`src/rtl/approx_pkg.sv`:
```
// Shared definitions for the pipelined approximate adder: default geometry,
// k clamping and the per-bit approximate-region mask.
package approx_pkg;

  localparam int N_DEF       = 32;
  localparam int STAGE_W_DEF = 8;
  localparam int STAGES      = N_DEF / STAGE_W_DEF;
  localparam int K_W         = $clog2(N_DEF + 1);

  function automatic int clamp_k(input int k, input int n);
    return (k > n) ? n : k;
  endfunction

  // Bit j of the slice starting at absolute bit 'base' lies in the OR region.
  function automatic logic approx_mask_bit(input int base, input int j, input int k);
    return (base + j) < k;
  endfunction

endpackage

```
`src/rtl/approx_adder_slice.sv`:
```
// One STAGE_W-bit combinational slice: OR/AND approximation below k,
// ripple full adders at and above k.
module approx_adder_slice
  import approx_pkg::*;
#(
  parameter int W  = 8,
  parameter int KW = 6
) (
  input  logic [W-1:0]  a,
  input  logic [W-1:0]  b,
  input  logic          c_in,
  input  logic [KW-1:0] base,
  input  logic [KW-1:0] k,
  output logic [W-1:0]  sum,
  output logic          c_out
);

  always_comb begin
    logic c;
    c   = c_in;
    sum = '0;
    for (int j = 0; j < W; j++) begin
      if (approx_mask_bit(int'(base), j, int'(k))) begin
        sum[j] = a[j] | b[j];
        // Only the top approximate bit launches a carry into the exact part.
        c = ((int'(base) + j + 1) == int'(k)) ? (a[j] & b[j]) : 1'b0;
      end else begin
        sum[j] = a[j] ^ b[j] ^ c;
        c      = (a[j] & b[j]) | (c & (a[j] ^ b[j]));
      end
    end
    c_out = c;
  end

endmodule

```
`src/rtl/approx_pipe_adder.sv`:
```
// Pipelined approximate add/sub, one slice per stage, with an exact shadow
// for error flagging, global-stall valid/ready flow and saturating counters.
module approx_pipe_adder
  import approx_pkg::*;
#(
  parameter int N       = 32,
  parameter int STAGE_W = 8,
  parameter int CNT_W   = 16,
  localparam int KW     = $clog2(N + 1)
) (
  input  logic             clk,
  input  logic             rst_n,
  input  logic             in_valid,
  output logic             in_ready,
  input  logic [N-1:0]     in_a,
  input  logic [N-1:0]     in_b,
  input  logic             in_sub,
  input  logic [KW-1:0]    in_k,
  output logic             out_valid,
  input  logic             out_ready,
  output logic [N-1:0]     out_sum,
  output logic             out_cout,
  output logic             out_err,
  input  logic             clr_stats,
  output logic [CNT_W-1:0] txn_count,
  output logic [CNT_W-1:0] err_count
);

  localparam int ST = N / STAGE_W;

  logic            advance;
  logic [N-1:0]    b_eff;
  logic [KW-1:0]   k_eff;

  // Stage inputs (stage 0 from the ports, stage s from pipe register s-1)
  logic            st_vld [ST];
  logic [N-1:0]    st_a   [ST];
  logic [N-1:0]    st_b   [ST];
  logic [KW-1:0]   st_k   [ST];
  logic            st_ca  [ST];
  logic            st_ce  [ST];
  logic [N-1:0]    st_sum [ST];
  logic            st_err [ST];

  logic [STAGE_W-1:0] sl_sa [ST];
  logic [STAGE_W-1:0] sl_se [ST];
  logic               sl_ca [ST];
  logic               sl_ce [ST];

  logic            vld_d [ST-1], vld_q [ST-1];
  logic [N-1:0]    a_d   [ST-1], a_q   [ST-1];
  logic [N-1:0]    b_d   [ST-1], b_q   [ST-1];
  logic [KW-1:0]   k_d   [ST-1], k_q   [ST-1];
  logic            ca_d  [ST-1], ca_q  [ST-1];
  logic            ce_d  [ST-1], ce_q  [ST-1];
  logic [N-1:0]    sum_d [ST-1], sum_q [ST-1];
  logic            err_d [ST-1], err_q [ST-1];

  logic             out_valid_d, out_valid_q;
  logic [N-1:0]     out_sum_d, out_sum_q;
  logic             out_cout_d, out_cout_q;
  logic             out_err_d, out_err_q;
  logic [CNT_W-1:0] txn_d, txn_q, errc_d, errc_q;

  assign advance  = !out_valid_q || out_ready;
  assign in_ready = advance;
  assign b_eff    = in_sub ? (~in_b + N'(1)) : in_b;
  assign k_eff    = KW'(clamp_k(int'(in_k), N));

  always_comb begin
    st_vld[0] = in_valid;
    st_a[0]   = in_a;
    st_b[0]   = b_eff;
    st_k[0]   = k_eff;
    st_ca[0]  = 1'b0;
    st_ce[0]  = 1'b0;
    st_sum[0] = '0;
    st_err[0] = 1'b0;
    for (int s = 1; s < ST; s++) begin
      st_vld[s] = vld_q[s-1];
      st_a[s]   = a_q[s-1];
      st_b[s]   = b_q[s-1];
      st_k[s]   = k_q[s-1];
      st_ca[s]  = ca_q[s-1];
      st_ce[s]  = ce_q[s-1];
      st_sum[s] = sum_q[s-1];
      st_err[s] = err_q[s-1];
    end
  end

  for (genvar s = 0; s < ST; s++) begin : g_slice
    approx_adder_slice #(.W(STAGE_W), .KW(KW)) u_apx (
      .a     (st_a[s][s*STAGE_W +: STAGE_W]),
      .b     (st_b[s][s*STAGE_W +: STAGE_W]),
      .c_in  (st_ca[s]),
      .base  (KW'(s * STAGE_W)),
      .k     (st_k[s]),
      .sum   (sl_sa[s]),
      .c_out (sl_ca[s])
    );
    approx_adder_slice #(.W(STAGE_W), .KW(KW)) u_exact (
      .a     (st_a[s][s*STAGE_W +: STAGE_W]),
      .b     (st_b[s][s*STAGE_W +: STAGE_W]),
      .c_in  (st_ce[s]),
      .base  (KW'(s * STAGE_W)),
      .k     ('0),
      .sum   (sl_se[s]),
      .c_out (sl_ce[s])
    );
  end

  always_comb begin
    for (int s = 0; s < ST - 1; s++) begin
      vld_d[s] = st_vld[s];
      a_d[s]   = st_a[s];
      b_d[s]   = st_b[s];
      k_d[s]   = st_k[s];
      ca_d[s]  = sl_ca[s];
      ce_d[s]  = sl_ce[s];
      sum_d[s] = st_sum[s];
      sum_d[s][s*STAGE_W +: STAGE_W] = sl_sa[s];
      err_d[s] = st_err[s] | (sl_sa[s] != sl_se[s]);
    end
    out_valid_d = st_vld[ST-1];
    out_sum_d   = st_sum[ST-1];
    out_sum_d[(ST-1)*STAGE_W +: STAGE_W] = sl_sa[ST-1];
    out_cout_d  = sl_ca[ST-1];
    out_err_d   = st_err[ST-1] | (sl_sa[ST-1] != sl_se[ST-1]) | (sl_ca[ST-1] != sl_ce[ST-1]);

    // Clear takes priority over a coincident handshake.
    txn_d  = txn_q;
    errc_d = errc_q;
    if (clr_stats) begin
      txn_d  = '0;
      errc_d = '0;
    end else if (out_valid_q && out_ready) begin
      if (txn_q != '1) txn_d = txn_q + CNT_W'(1);
      if (out_err_q && (errc_q != '1)) errc_d = errc_q + CNT_W'(1);
    end
  end

  // Control and visible outputs: reset
  always_ff @(posedge clk or negedge rst_n) begin
    if (!rst_n) begin
      vld_q       <= '{default: 1'b0};
      out_valid_q <= 1'b0;
      out_sum_q   <= '0;
      out_cout_q  <= 1'b0;
      out_err_q   <= 1'b0;
      txn_q       <= '0;
      errc_q      <= '0;
    end else begin
      txn_q  <= txn_d;
      errc_q <= errc_d;
      if (advance) begin
        vld_q       <= vld_d;
        out_valid_q <= out_valid_d;
        out_sum_q   <= out_sum_d;
        out_cout_q  <= out_cout_d;
        out_err_q   <= out_err_d;
      end
    end
  end

  // Skew datapath: qualified by the valid bits, no reset needed
  always_ff @(posedge clk) begin
    if (advance) begin
      a_q   <= a_d;
      b_q   <= b_d;
      k_q   <= k_d;
      ca_q  <= ca_d;
      ce_q  <= ce_d;
      sum_q <= sum_d;
      err_q <= err_d;
    end
  end

  assign out_valid = out_valid_q;
  assign out_sum   = out_sum_q;
  assign out_cout  = out_cout_q;
  assign out_err   = out_err_q;
  assign txn_count = txn_q;
  assign err_count = errc_q;

endmodule

```
`config.mk`:
```
export PLATFORM = sky130hd
export DESIGN_NAME = approx_pipe_adder
export DESIGN_NICKNAME = d
export VERILOG_FILES = /design/src/rtl/approx_pkg.sv /design/src/rtl/approx_adder_slice.sv /design/src/rtl/approx_pipe_adder.sv
export SDC_FILE = /design/constraint.sdc
export NUM_CORES = 1
export LEC_CHECK = 0
export CAP_MARGIN = 20
export CORE_MARGIN = 2
export CORE_UTILIZATION = 55
export CTS_BUF_LIST = sky130_fd_sc_hd__clkbuf_4 sky130_fd_sc_hd__clkbuf_8
export CTS_CLUSTER_SIZE = 24
export DETAILED_ROUTE_END_ITERATION = 8
export GPL_TIMING_DRIVEN = 0
export PLACE_DENSITY = 0.8
export SLEW_MARGIN = 20
export SYNTH_ARGS = -nofsm -noshare
export SYNTH_HDL_FRONTEND = slang
export SYNTH_HIERARCHICAL = 1
export SYNTH_SLANG_ARGS = --single-unit
```
`constraint.sdc`:
```
create_clock -name clk -period 12.45 [get_ports clk]
set_input_delay 1.245 -clock clk [delete_from_list [all_inputs] [get_ports clk]]
set_output_delay 1.245 -clock clk [all_outputs]
set_load 0.01 [all_outputs]
```
==> results of run 1 <==
## cells in the mapped netlist (all sizes together), types with 54 or more instances
| cell | instances |
|---|---|
| ha | 523 |
| xnor2 | 395 |
| inv | 366 |
| nand2 | 172 |
| edfxtp | 171 |
| o21ai | 166 |
| a21oi | 142 |
| nor2 | 131 |
| mux2i | 107 |
| nand3 | 106 |
| xor2 | 89 |
| buf | 85 |
| dfrtp | 70 |
| fa | 64 |
| nand4 | 62 |
| nor3 | 62 |
| mux2 | 59 |
| nor2b | 54 |
## routing by layer
metal  GRT usage (%)  up-vias  wire [µm]
met5               0        -          0
met4            9.73        0       2920
met3            2.80      168       5240
met2            45.5      963      41000
met1            36.9    13100      38300
li1                -    13400          -
## final cells by class
| class | count | area [µm²] | share of cell area, % |
|---|---|---|---|
| Clock inverter | 15 | 208 | 0.540 |
| Inverter | 371 | 1390 | 3.62 |
| Sequential cell | 241 | 6890 | 17.9 |
| Clock buffer | 65 | 832 | 2.16 |
| Tap cell | 782 | 978 | 2.54 |
| Multi-Input combinational cell | 3190 | 25900 | 67.3 |
| Buffer | 129 | 743 | 1.93 |
| Antenna cell | 1 | 2.50 | 0.00650 |
| Timing Repair Buffer | 147 | 1530 | 3.97 |
## power groups by stage
stage	sequential [mW]	combinational [mW]	clock (mW)
floorplan	1.35	1.64	0
global placement	1.41	2.12	0
detailed placement	1.37	2.19	0
CTS	1.36	2.20	0.921
global route	1.39	2.60	0.953
finish	1.36	2.35	0.894
## through the flow
step / utilization, % / hold WS (ps)
after CTS: 63.7 / 396
after global routing: 63.8 / 405
after global placement: 61.8 / 400
final: 63.8 / 381
after detailed placement: 62.0 / 405
after floorplan: - / 400
## worst max path at each step
stage	startpoint	endpoint	slack, ps	depth (start not counted)
after floorplan	out_ready	in_ready	4880	2
after global placement	out_ready	in_ready	470	4
after detailed placement	in_k[5]	err_q[2]$_DFFE_PP_	3410	28
after CTS	in_k[5]	err_q[2]$_DFFE_PP_	4020	28
after global routing	in_k[5]	err_q[2]$_DFFE_PP_	3640	28
final	in_k[5]	err_q[2]$_DFFE_PP_	3910	28
## state kept, by name, indices dropped and copies added (netlist names)
signal	flops
a_d	40
a_q	8
b_d	40
b_q	8
ca_q	3
ce_q	3
err_count	16
err_q	3
k_d	12
k_q	6
out_cout	1
out_err	1
out_sum	32
out_sum_d	24
out_valid	1
out_valid_d	1
st_sum	24
st_vld	2
txn_count	16
## cell families after synthesis
kind of cell	Yosys count	synth area share, %
AND/OR/NAND/NOR	882	14.5
AO/OA/AOI/OAI	693	14.3
adder cells (fa/ha/maj)	587	23.3
XOR/XNOR	516	15.9
buffers and inverters	500	6.34
flip-flops	241	20.5
multiplexers	166	5.17
other	2	0.0223
==> impl_metrics.csv, run 1 <==
group,metric,value,unit
critical_path,rrSetupSlack,5250,ps
global_routing,grt_start_max_net_pins,50,
floorplanning,row_count,90,
logic_synthesis,async_flop_share,29.0,%
logic_synthesis,synth.avg_cell_area,9.38,µm²
logic_synthesis,synth_edf_count,171,
critical_path,worstPathMaxFanout,8,
global_routing,antenna_found_initial,1,
power_and_ir_drop,power.internal,2.75,mW
clock_network,clk_path_buf_depth,3,
worst_hold_path,min_path_type,"reg2reg",
sta,setup_tns,0,ps
critical_path,slowest_delay,630,ps
logic_synthesis,yosysUniqueCellTypes,108,
placed_design,dpl_cell_area,37400,µm²
finish,n_fill_cell,5154,
power_and_ir_drop,finalPower,4.60,mW
logic_synthesis,ys_warn_count,6,
floorplanning,die-width,251,µm
logic_synthesis,ys_seq_elements,241,
floorplanning,die_h,251,µm
critical_path,arrival,8860,ps
logic_synthesis,netlist_top_cells_area,"ha_1 (19%), edfxtp_1 (15%), xnor2_1 (9.6%), dfrtp_1 (5.2%), fa_1 (3.8%)",
power_and_ir_drop,p_per_area,120,nW/µm²
placed_design,place_ws,3410,ps
sta,timing.slew.headroom,26.7,%
power_and_ir_drop,ir_drop,0.0864,mV
clock_network,cts_tree,"done",
critical_path,r2r-end,"out_err$_DFFE_PN0P_",
sta,worstMarginPinSlew,1100,ps
finish,final_nets,4786,
route,wl_per_cell,17.7,µm
global_routing,grtUsageTotal,27.3,%
run,drv_cap,0,
placed_design,hpwl,69.0,mm
critical_path,path_class,"in2reg",
route,vias,27600,
worst_hold_path,min_path_cells,0,
logic_synthesis,yosysTopAreaCellShare,19.5,%
worst_hold_path,min_to,"b_d[31]$_DFFE_PP_",
logic_synthesis,syn-cell-area,33600,µm²
clock_network,cts_sinks,241,
clock_network,cts_setup_buffers,0,
power_and_ir_drop,p_sw,1.85,mW
route,drc,0,
sta,finalSetupViolCount,0,
power_and_ir_drop,clkPwrFrac,19.4,%
critical_path,cp_slowest_cell,"nor2b_1",
power_and_ir_drop,netSwitchingFraction,40.2,%
route,drtIter0Drc,2007,
logic_synthesis,synth_largest_area_cell,"ha_1",
critical_path,endpoint_kind,"flop",
critical_path,path_delay_family,"adder cells",
critical_path,critPathRequiredTime,12760,ps
outcome,outcome,"complete, no violations",
sta,rsz0062_at_grt,"false",
power_and_ir_drop,p_leak,16.8,nW
logic_synthesis,ys_seq_area_share,20.5,%
sta,period_needed,8540,ps
clock_network,root_buffer,"clkbuf_8",
route,wl,87.5,mm
finish,finalInstanceArea,38500,µm²
power_and_ir_drop,combPwrFrac,51.0,%
critical_path,crit-reg2reg-launch,"k_q[4]$_DFFE_PP_",
sta,fin_crit_sh,68.6,%
route,vias_per_cell,5.59,
route,first_pass_iters,6,
critical_path,rr_worst_depth,27,
floorplanning,dieArea,63200,µm²
sta,slew_violations,0,
clock_network,path_clk_slew,70,ps
floorplanning,ios,144,
critical_path,crit_path_frequent_cell,"fa_1",
clock_network,numCtsBuffers,43,
worst_hold_path,min_from,"b_d[63]$_DFFE_PP_",
clock_network,h-tree-depth,2,
route,final_antenna_net_count,0,
finish,final_cell_mix,"ha_1 (523), xnor2_1 (369), conb_1 (346)",
global_routing,grt_overflow,0,
clock_network,cts_resized,0,
clock_network,clock_latency,630,ps
sta,fin_ws,3910,ps
sta,hold_violations,0,
global_routing,grt_pass1_wl,139,mm
global_routing,grt_pass1_vias,26100,
finish,drive_above_1_share,8.95,%
finish,layout_commonest_cell,"ha_1",
placed_design,dp_cells,4860,
placed_design,portBuffers,142,
finish,instances_no_fill,4941,
logic_synthesis,ys.flop_type,"edfxtp_1",
critical_path,cp_num_buf_inv,3,
floorplanning,start_util,55.7,%
floorplanning,coreArea,60400,µm²
finish,area_delta_synth_final,14.4,%
power_and_ir_drop,sequentialPowerShare,29.5,%
logic_synthesis,postSynthCellCount,3587,
critical_path,worstSetupStartpointType,"input port",
clock_network,cts_hold_buf,0,
sta,finClkSkew,44.5,ps
placed_design,gp_congestion,0.987,
sta,max_freq,0.117,GHz
Note: power is estimated with default switching activity, not from simulation.
==> inputs of run 2 (changes only) <==
--- a/config.mk
+++ b/config.mk
@@ -12,7 +12,7 @@
 export CTS_CLUSTER_SIZE = 24
 export DETAILED_ROUTE_END_ITERATION = 8
 export GPL_TIMING_DRIVEN = 0
-export PLACE_DENSITY = 0.8
+export PLACE_DENSITY = 0.83
 export SLEW_MARGIN = 20
 export SYNTH_ARGS = -nofsm -noshare
 export SYNTH_HDL_FRONTEND = slang
==> constraint.sdc (replaced) <==
create_clock -name clk -period 7 [get_ports clk]
set_input_delay 0.7 -clock clk [delete_from_list [all_inputs] [get_ports clk]]
set_output_delay 0.7 -clock clk [all_outputs]
set_load 0.01 [all_outputs]
==> run 2 against run 1 <==
Effect of this change: wire length rose by 1.1%; register-to-register slack worse by 5000 ps; sequential share of layout area is 0.14 points lower; count of clock-buffer cells in the layout down 7; worst setup slack got worse by 3800 ps; utilization increased by 0.50 points; non-clock buffer count is 34 higher.
==> impl_metrics.csv, run 2 (same netlist as run 1, synthesis figures left out) <==
group,metric,value,unit
outcome,outcome,"complete, no violations",
sta,timing.slew.headroom,31.7,%
route,vias_per_cell,5.61,
finish,drive_above_1_share,10.6,%
global_routing,antenna_found_initial,5,
critical_path,rr_worst_depth,27,
clock_network,clock_latency,630,ps
run,drv_cap,0,
route,final_antenna_net_count,0,
sta,setup_tns,0,ps
power_and_ir_drop,combPwrFrac,52.9,%
power_and_ir_drop,ir_drop,0.134,mV
power_and_ir_drop,p_leak,16.9,nW
floorplanning,coreArea,60400,µm²
worst_hold_path,min_path_cells,0,
global_routing,grtUsageTotal,27.4,%
global_routing,grt_pass1_wl,140,mm
clock_network,path_clk_slew,60,ps
sta,hold_violations,0,
sta,slew_violations,0,
critical_path,crit-reg2reg-launch,"k_q[5]$_DFFE_PP_",
clock_network,h-tree-depth,2,
power_and_ir_drop,power.internal,4.77,mW
worst_hold_path,min_to,"b_d[23]$_DFFE_PP_",
sta,finalSetupViolCount,0,
finish,instances_no_fill,4977,
sta,worstMarginPinSlew,1020,ps
route,vias,27900,
critical_path,arrival,7190,ps
sta,fin_crit_sh,97.8,%
route,drtIter0Drc,2217,
worst_hold_path,min_path_type,"reg2reg",
floorplanning,die-width,251,µm
route,wl,88.4,mm
route,first_pass_iters,6,
clock_network,cts_sinks,241,
placed_design,portBuffers,142,
critical_path,endpoint_kind,"flop",
floorplanning,row_count,90,
power_and_ir_drop,sequentialPowerShare,29.9,%
worst_hold_path,min_from,"b_d[55]$_DFFE_PP_",
floorplanning,ios,144,
floorplanning,die_h,251,µm
clock_network,root_buffer,"clkbuf_8",
critical_path,worstSetupStartpointType,"input port",
finish,final_cell_mix,"ha_1 (522), xnor2_1 (369), conb_1 (346)",
finish,layout_commonest_cell,"ha_1",
global_routing,grt_overflow,0,
power_and_ir_drop,p_per_area,209,nW/µm²
clock_network,cts_tree,"done",
placed_design,gp_congestion,0.974,
floorplanning,dieArea,63200,µm²
route,wl_per_cell,17.8,µm
power_and_ir_drop,clkPwrFrac,17.2,%
finish,area_delta_synth_final,15.3,%
route,drc,0,
critical_path,critPathRequiredTime,7340,ps
power_and_ir_drop,netSwitchingFraction,41.2,%
critical_path,r2r-end,"out_err$_DFFE_PN0P_",
sta,finClkSkew,38.7,ps
global_routing,grt_start_max_net_pins,53,
sta,max_freq,0.146,GHz
power_and_ir_drop,p_sw,3.34,mW
floorplanning,start_util,55.7,%
critical_path,cp-startpoint,"in_k[2]",
critical_path,worstPathMaxFanout,7,
clock_network,clk_path_buf_depth,3,
critical_path,path_class,"in2reg",
sta,period_needed,6850,ps
global_routing,grt_pass1_vias,26800,
placed_design,hpwl,69.7,mm
finish,final_nets,4820,
critical_path,rrSetupSlack,300,ps
clock_network,numCtsBuffers,43,
placed_design,dp_cells,4859,
==> run 2: cell types whose count changed in the layout (fill, tap and decap cells not counted), sizes merged <==
cell	change
diode	+2
dlygate4sd3	+1
clkinv	+7
bufinv	-3
clkdlybuf4s50	-1
inv	-7
clkinvlp	+10
clkbuf	-8
dlygate4sd2	+1
buf	+34
==> run 2: power groups by stage <==
stage | logic [mW] | clock network [mW] | registers (mW)
finish | 4.30 | 1.39 | 2.42
global route | 4.74 | 1.50 | 2.47
CTS | 3.92 | 1.43 | 2.43
detailed placement | 3.89 | 0 | 2.45
floorplan | 2.91 | 0 | 2.40
global placement | 3.75 | 0 | 2.51
==> run 2: worst max path at each step <==
stage                                   end
floorplan           out_sum[25]$_DFFE_PN0P_
global placement                   in_ready
detailed placement       err_q[2]$_DFFE_PP_
CTS                     out_err$_DFFE_PN0P_
global route             err_q[2]$_DFFE_PP_
finish                   err_q[2]$_DFFE_PP_
==> run 2: critical path, stage by stage <==
cell and delay (ps):
clkdlybuf4s50_1 470, nor2b_4 200, clkinvlp_4 230, ha_4 340, inv_1 30, a21oi_1 110
nor2b_1 60, o211ai_1 200, nand2_2 140, mux2i_1 160, fa_2 350, o21ai_2 80
o31ai_2 110, fa_1 380, mux2_2 290, fa_1 370, mux2_4 300, fa_2 370
mux2i_4 170, fa_2 220, mux2i_1 100, fa_2 440, mux2i_2 190, fa_1 460
mux2i_2 230, xor2_1 110, nor4_2 190, nand2_1 170
==> run 2: repair_timing <==
| action | in CTS | in global routing |
|---|---|---|
| resized for setup | 18 | 45 |
| endpoints found under the hold margin | 19 | 0 |
| setup endpoints to repair | 4 | 5 |
| hold buffers | 1 | 0 |
| pin swaps | 0 | 8 |
| buffers inserted | 5 | 30 |
==> run 2: stage by stage <==
step	total power, mW	setup slack [ps]	area (µm²)	hold WS [ps]	util (%)
after floorplan	5.31	322	34900	400	-
after global placement	6.26	-3700	37300	400	61.8
after detailed placement	6.35	-1420	37400	405	62.0
after CTS	7.78	3.49	38400	402	63.7
after global routing	8.71	-49.3	38800	403	64.3
final	8.11	154	38800	390	64.3
==> run 2: layout make-up <==
class | instances | area [µm²]
clock inverters | 22 | 176
plain buffers | 128 | 758
clock buffers | 58 | 729
fillers | 5028 | 21600
multi-input cells | 3190 | 26000
inverters | 371 | 1430
repair buffers | 182 | 1800
well taps | 782 | 978
flip-flops and latches | 241 | 6890
diodes | 3 | 7.51
==> run 2: metal layers <==
layer,wire length [µm],up-vias,track usage (%)
li1,-,13500,-
met4,3070,4,9.66
met2,41200,981,45.7
met1,38200,13200,36.4
met5,15,-,0
met3,5950,203,3.75
